### src/rtl/banked_memory_reader_if.sv
// Read-port and memory-port bundle for banked_memory_reader.
// The reader takes the slave view; the requester/memory side takes the master view.
interface banked_memory_reader_if #(
    parameter int DATA_W   = 16,
    parameter int OFFSET_W = 8
);
    logic [1:0]          bank_sel;
    logic                rd_req;
    logic [OFFSET_W-1:0] rd_offset;
    logic                rd_ready;
    logic                rd_valid;
    logic [DATA_W-1:0]   rd_data;
    logic                rd_ack;
    logic                mem_en;
    logic [OFFSET_W+1:0] mem_addr;
    logic [DATA_W-1:0]   mem_data;
    logic [7:0]          read_count;

    modport slave (
        input  bank_sel, rd_req, rd_offset, rd_ack, mem_data,
        output rd_ready, rd_valid, rd_data, mem_en, mem_addr, read_count
    );

    modport master (
        output bank_sel, rd_req, rd_offset, rd_ack, mem_data,
        input  rd_ready, rd_valid, rd_data, mem_en, mem_addr, read_count
    );
endinterface

### src/rtl/banked_memory_reader.sv
// Single-outstanding reader for a banked synchronous memory.
// Each read runs IDLE -> ISSUE -> CAPTURE -> HOLD and then waits for the consumer's ack.
module banked_memory_reader #(
    parameter int DATA_W   = 16,
    parameter int OFFSET_W = 8
) (
    input  logic                   clk,
    input  logic                   reset,
    banked_memory_reader_if.slave  bus
);
    localparam int ADDR_W = OFFSET_W + 2;

    typedef enum logic [1:0] {
        IDLE    = 2'd0,
        ISSUE   = 2'd1,
        CAPTURE = 2'd2,
        HOLD    = 2'd3
    } state_e;

    state_e            state_q,      state_d;
    logic              mem_en_q,     mem_en_d;
    logic [ADDR_W-1:0] mem_addr_q,   mem_addr_d;
    logic              rd_valid_q,   rd_valid_d;
    logic [DATA_W-1:0] rd_data_q,    rd_data_d;
    logic [7:0]        read_count_q, read_count_d;

    always_comb begin
        // NOTE: every _d gets a default first so no path through the case infers a latch.
        state_d      = state_q;
        mem_en_d     = 1'b0;
        mem_addr_d   = mem_addr_q;
        rd_valid_d   = rd_valid_q;
        rd_data_d    = rd_data_q;
        read_count_d = read_count_q;

        case (state_q)
            IDLE: begin
                if (bus.rd_req) begin
                    // Bank and offset are frozen here; later input changes cannot reach the read.
                    mem_addr_d = {bus.bank_sel, bus.rd_offset};
                    mem_en_d   = 1'b1;
                    state_d    = ISSUE;
                end
            end
            ISSUE: begin
                state_d = CAPTURE;
            end
            CAPTURE: begin
                rd_data_d    = bus.mem_data;
                rd_valid_d   = 1'b1;
                read_count_d = read_count_q + 8'd1;
                state_d      = HOLD;
            end
            HOLD: begin
                if (bus.rd_ack) begin
                    rd_valid_d = 1'b0;
                    state_d    = IDLE;
                end
            end
            default: begin
                state_d = IDLE;
            end
        endcase
    end

    always_ff @(posedge clk) begin
        // NOTE: clocked state uses non-blocking assignments only, so every register samples pre-edge values.
        if (reset) begin
            state_q      <= IDLE;
            mem_en_q     <= 1'b0;
            mem_addr_q   <= '0;
            rd_valid_q   <= 1'b0;
            rd_data_q    <= '0;
            read_count_q <= '0;
        end else begin
            state_q      <= state_d;
            mem_en_q     <= mem_en_d;
            mem_addr_q   <= mem_addr_d;
            rd_valid_q   <= rd_valid_d;
            rd_data_q    <= rd_data_d;
            read_count_q <= read_count_d;
        end
    end

    assign bus.rd_ready   = (state_q == IDLE);
    assign bus.rd_valid   = rd_valid_q;
    assign bus.rd_data    = rd_data_q;
    assign bus.mem_en     = mem_en_q;
    assign bus.mem_addr   = mem_addr_q;
    assign bus.read_count = read_count_q;
endmodule

### src/flat_wrapper.sv
// flat-port wrapper written by rule: the top's interface ports become plain ports
module banked_memory_reader_flat 
#(
    parameter int DATA_W   = 16,
    parameter int OFFSET_W = 8
)
  (clk, reset, bus_bank_sel, bus_rd_req, bus_rd_offset, bus_rd_ack, bus_mem_data, bus_rd_ready, bus_rd_valid, bus_rd_data, bus_mem_en, bus_mem_addr, bus_read_count);
  banked_memory_reader_if #(.DATA_W(DATA_W), .OFFSET_W(OFFSET_W)) bus_i ();
  input  logic clk;
  input  logic reset;
  input wire logic [$bits(bus_i.bank_sel)-1:0] bus_bank_sel;
  input wire logic [$bits(bus_i.rd_req)-1:0] bus_rd_req;
  input wire logic [$bits(bus_i.rd_offset)-1:0] bus_rd_offset;
  input wire logic [$bits(bus_i.rd_ack)-1:0] bus_rd_ack;
  input wire logic [$bits(bus_i.mem_data)-1:0] bus_mem_data;
  output wire logic [$bits(bus_i.rd_ready)-1:0] bus_rd_ready;
  output wire logic [$bits(bus_i.rd_valid)-1:0] bus_rd_valid;
  output wire logic [$bits(bus_i.rd_data)-1:0] bus_rd_data;
  output wire logic [$bits(bus_i.mem_en)-1:0] bus_mem_en;
  output wire logic [$bits(bus_i.mem_addr)-1:0] bus_mem_addr;
  output wire logic [$bits(bus_i.read_count)-1:0] bus_read_count;
  assign bus_i.bank_sel = bus_bank_sel;
  assign bus_i.rd_req = bus_rd_req;
  assign bus_i.rd_offset = bus_rd_offset;
  assign bus_i.rd_ack = bus_rd_ack;
  assign bus_i.mem_data = bus_mem_data;
  assign bus_rd_ready = bus_i.rd_ready;
  assign bus_rd_valid = bus_i.rd_valid;
  assign bus_rd_data = bus_i.rd_data;
  assign bus_mem_en = bus_i.mem_en;
  assign bus_mem_addr = bus_i.mem_addr;
  assign bus_read_count = bus_i.read_count;
  banked_memory_reader #(.DATA_W(DATA_W), .OFFSET_W(OFFSET_W)) u_core (.clk(clk), .reset(reset), .bus(bus_i));
endmodule
### config.mk
export PLATFORM = sky130hd
export DESIGN_NAME = banked_memory_reader_flat
export DESIGN_NICKNAME = d
export VERILOG_FILES = /design/src/rtl/banked_memory_reader_if.sv /design/src/rtl/banked_memory_reader.sv /design/src/flat_wrapper.sv
export SDC_FILE = /design/constraint.sdc
export NUM_CORES = 1
export LEC_CHECK = 0
export ABC_CLOCK_PERIOD_IN_PS = 1300
export BUFFER_PORTS_ARGS = -buffer_cell sky130_fd_sc_hd__buf_2
export CAP_MARGIN = 20
export CELL_PAD_IN_SITES_DETAIL_PLACEMENT = 0
export CELL_PAD_IN_SITES_GLOBAL_PLACEMENT = 2
export CORE_AREA = 2 2 83 85
export DETAILED_ROUTE_END_ITERATION = 8
export DIE_AREA = 0 0 85 87
export PLACE_DENSITY_LB_ADDON = 0.1
export SYNTH_ARGS = -nofsm -noshare
export SYNTH_HDL_FRONTEND = slang
export SYNTH_SLANG_ARGS = --single-unit
### constraint.sdc
create_clock -name clk -period 1.3 [get_ports clk]
set_input_delay 0.325 -clock clk [delete_from_list [all_inputs] [get_ports clk]]
set_output_delay 0.325 -clock clk [all_outputs]
set_load 0.1 [all_outputs]
==> metrics.md <==
| Metric | Value |
|---|---|
| Clk_lat worst skew | 0.29 ns |
| FF/Latch Area | roughly 790 sq um |
| RSZ-0062 raised after global routing | true |
| Status | finished, violations left |
| Max Fanout on Critical Path | 2 |
| Worst hold slack | roughly 0.27 ns |
| Bufs on Longest Clock Path | 2 |
| Antenna cells | 0 |
| H-tree depth | 2 |
| CP max stage delay | between 0.3 and 0.4 ns |
| GRT met3 Usage | around 5.6% |
| # rows | 30 |
| Pwr Density | between 2000 and 2500 mW/mm^2 |
| Hold Path Class | input port to flip-flop |
| Slew headroom | 80.8% |
| Post-Syn Instances | 156 |
| DR vias | approximately 1300 |
| Critical R2R Capture | u_core.bus.read_count[7] |
| Core area | approximately 0.0066 sq mm |
| Peak supply drop | 1.82 mV |
| Pleak | approximately 0.0011 uW |
| GR peak layer | met2 |
| Yosys warns | 0 |
| GP Congestion | 0.683 |
| ANT nets after route | 0 |
| Layout Skew | slightly below 0.003 ns |
| Most frequent cells in the layout | 41 x buf_12, 29 x buf_2, 28 x dfxtp_1 |
| Overall routing resource usage | 11.1% |
| Max Slew Vio Count | 0 |
| Fill cell count | 631 |
| #FFs+latches synth | 38 |
| Syn Area/Cell | slightly above 9 sq um |
| Hold Fails Final Rpt | 0 |
| IO Port Bufs | 66 |
| Die Wd | around 85 um |
| Worst-path clk slew | roughly 0.070 ns |
| Setup WS post-layout | -0.131 ns |
| Final net count | ~270 |
| Register-to-register setup slack | -0.01 ns |
| Starting Density | a little over a fifth |
| DP Area | roughly 0.0026 sq mm |
| Fin area | ~0.0027 sq mm |
| Final setup vio count | 7 |
| Initial antenna violation count | 0 |
| Root buf cell | clkbuf_8 |
| Die area | 0.00740 sq mm |
| Vias in the first global route | between 1000 and 1500 |
| Clock sinks | 38 |
| Syn-to-layout area delta | 89.0% |
| Most common cell after layout, fill and taps aside | buf_12 |
| CP max-delay cell | dfxtp_2 |
| Via-to-Cell Ratio | between 4 and 5 |
| WL/cell | ~12 um |
| Critical path origin | u_core.state_q[1] |
| Hold endpoint | u_core.bus.rd_data[4] |
| Worst R2R Path Depth | 5 |
| Global-route wire length before repair | ~6.5 mm |
| FF-to-FF Start | u_core.state_q[0] |
| Setup TNS | -0.186 ns |
| Fmax | ~0.70 GHz |
| Mapped Area | about 0.0014 sq mm |
| DR iter-0 viols | between 60 and 70 |
| Library cells used by synthesis | 23 |
| Max-cap check violation count | 0 |
| Worst slew pin tran | between 0.2 and 0.3 ns |
| DRC | 0 |
| GRT met2 Usage | roughly 19% |
| GRT overflow | 0 |
| Violations in the final reports | setup timing |
| Seq/Total Area, Yosys | 52.8% |
| Hold Crit Depth | 3 |
| Tcrit/Tclk final | 110% |
| WP data required | 0.98 ns |
| Layout cells sized above 1 | a little under half |
| Crit. End Element | primary output |
| Post-synthesis net count | 190 |
| Multi-input logic area | between 600 and 700 sq um |
| Top Ports | 67 |
| Largest net degree at the start of global routing | 22 |
| CP Launch Type | flip-flop |
| Worst hold start | bus_mem_data[4] |
| Die H | 87 um |
| CTS tree | done |
| Critical path arrival | 1.11 ns |
| CP Cell Sequence | buf_6, inv_4, ha_4, buf_12 |
| Met1 Track Usage GR | between 10% and 20% |
| Detailed Routing Iterations Pass 1 | 4 |
| Final WL | 3.79 mm |
| Tmin final | between 1 and 1.5 ns |
| Setup CP Type | flip-flop to primary output |
| HPWL Detailed | a little under 3 mm |
| TritonCTS buffer count | 5 |
## layer usage
metal | vias to the layer above | routed length, um
met5 | - | 0
met4 | 0 | 61
met2 | 45 | 1820
li1 | 662 | -
met1 | 619 | 1550
met3 | 5 | 366
## report_power, final
part / switching [uW] / internal [uW] / total (uW)
Combinational: 2250 / 1460 / 3710
Clock: 411 / 536 / 947
Sequential: 252 / 1400 / 1650
Total: 2910 / 3390 / 6300
## worst max-delay path, delay by kind of cell, from the launching register on
kind	cells	cell delay [ns]
fa+ha+maj	1	0.15
buf+inv	3	0.33
flops	1	0.33
## registers in the layout (all words and copies together) (netlist names)
register,count
u_core.bus.rd_data,16
u_core.bus.mem_addr,10
u_core.bus.read_count,8
u_core.state_q,2
u_core.bus.mem_en,1
u_core.bus.rd_valid,1
## cell type report
type                       instances  share of cell area (%)
tap                               80                    3.68
multi-input combinational        107                    25.1
timing repair buffer              77                    37.7
sequential                        38                    29.1
clock buffer                       8                    4.05
inverter                           2                   0.368
## Yosys cell counts, drive strengths merged
cell type	number	area, sq um
nand3	3	15.0
a21oi	16	80.1
xor2	3	26.3
or3	3	18.8
mux2i	17	170
a211oi	1	7.51
a21o	1	7.51
nor2b	1	6.26
and2	1	6.26
dfxtp	38	761
nand4	3	25.0
nand2	24	90.1
o21ai	3	15.0
xnor2	1	8.76
buf	7	35.0
ha	4	50.1
clkbuf	2	7.51
nor2	24	90.1
nand2b	2	12.5
inv	2	7.51
## timing repair
action / CTS / global route
setup endpoints to repair: 8 / 35
gates resized for setup: 7 / 4
pin swaps: 1 / 3
hold buffers: 0 / 0
cloned: 0 / 0
buffers inserted: 2 / 0
## cell families (layout without fill, tap and decap cells)
group,Yosys count,in the layout,synth area share (%)
fa+ha+maj,4,4,3.48
buf+inv,11,87,3.48
mux,17,17,11.8
xor+xnor,4,4,2.43
compound gates,21,21,7.65
flops,38,38,52.8
simple gates,61,61,18.3
## worst max-delay path by stage
| stage | to | slack, ns | depth (start not counted) |
|---|---|---|---|
| 2_1_floorplan | u_core.bus.read_count[7] | -0.002 | 6 |
| 3_3_place_gp | u_core.bus.read_count[7] | -0.04 | 5 |
| 3_5_place_dp | u_core.bus.read_count[7] | -0.08 | 5 |
| 4_1_cts | bus_rd_ready | -0.15 | 4 |
| 5_1_grt | bus_rd_ready | -0.19 | 4 |
| 6_report | bus_rd_ready | -0.13 | 4 |
## stage by stage
stage	total power (uW)	setup slack, ns	cells	util, %
floorplan	3910	-0.00237	156	-
global placement	5240	-0.0442	302	39.0
detailed placement	5280	-0.0796	302	39.0
CTS	6350	-0.150	312	41.2
global route	6600	-0.188	312	41.4
finish	6300	-0.131	312	41.4
(Power assumes the default switching activity.)
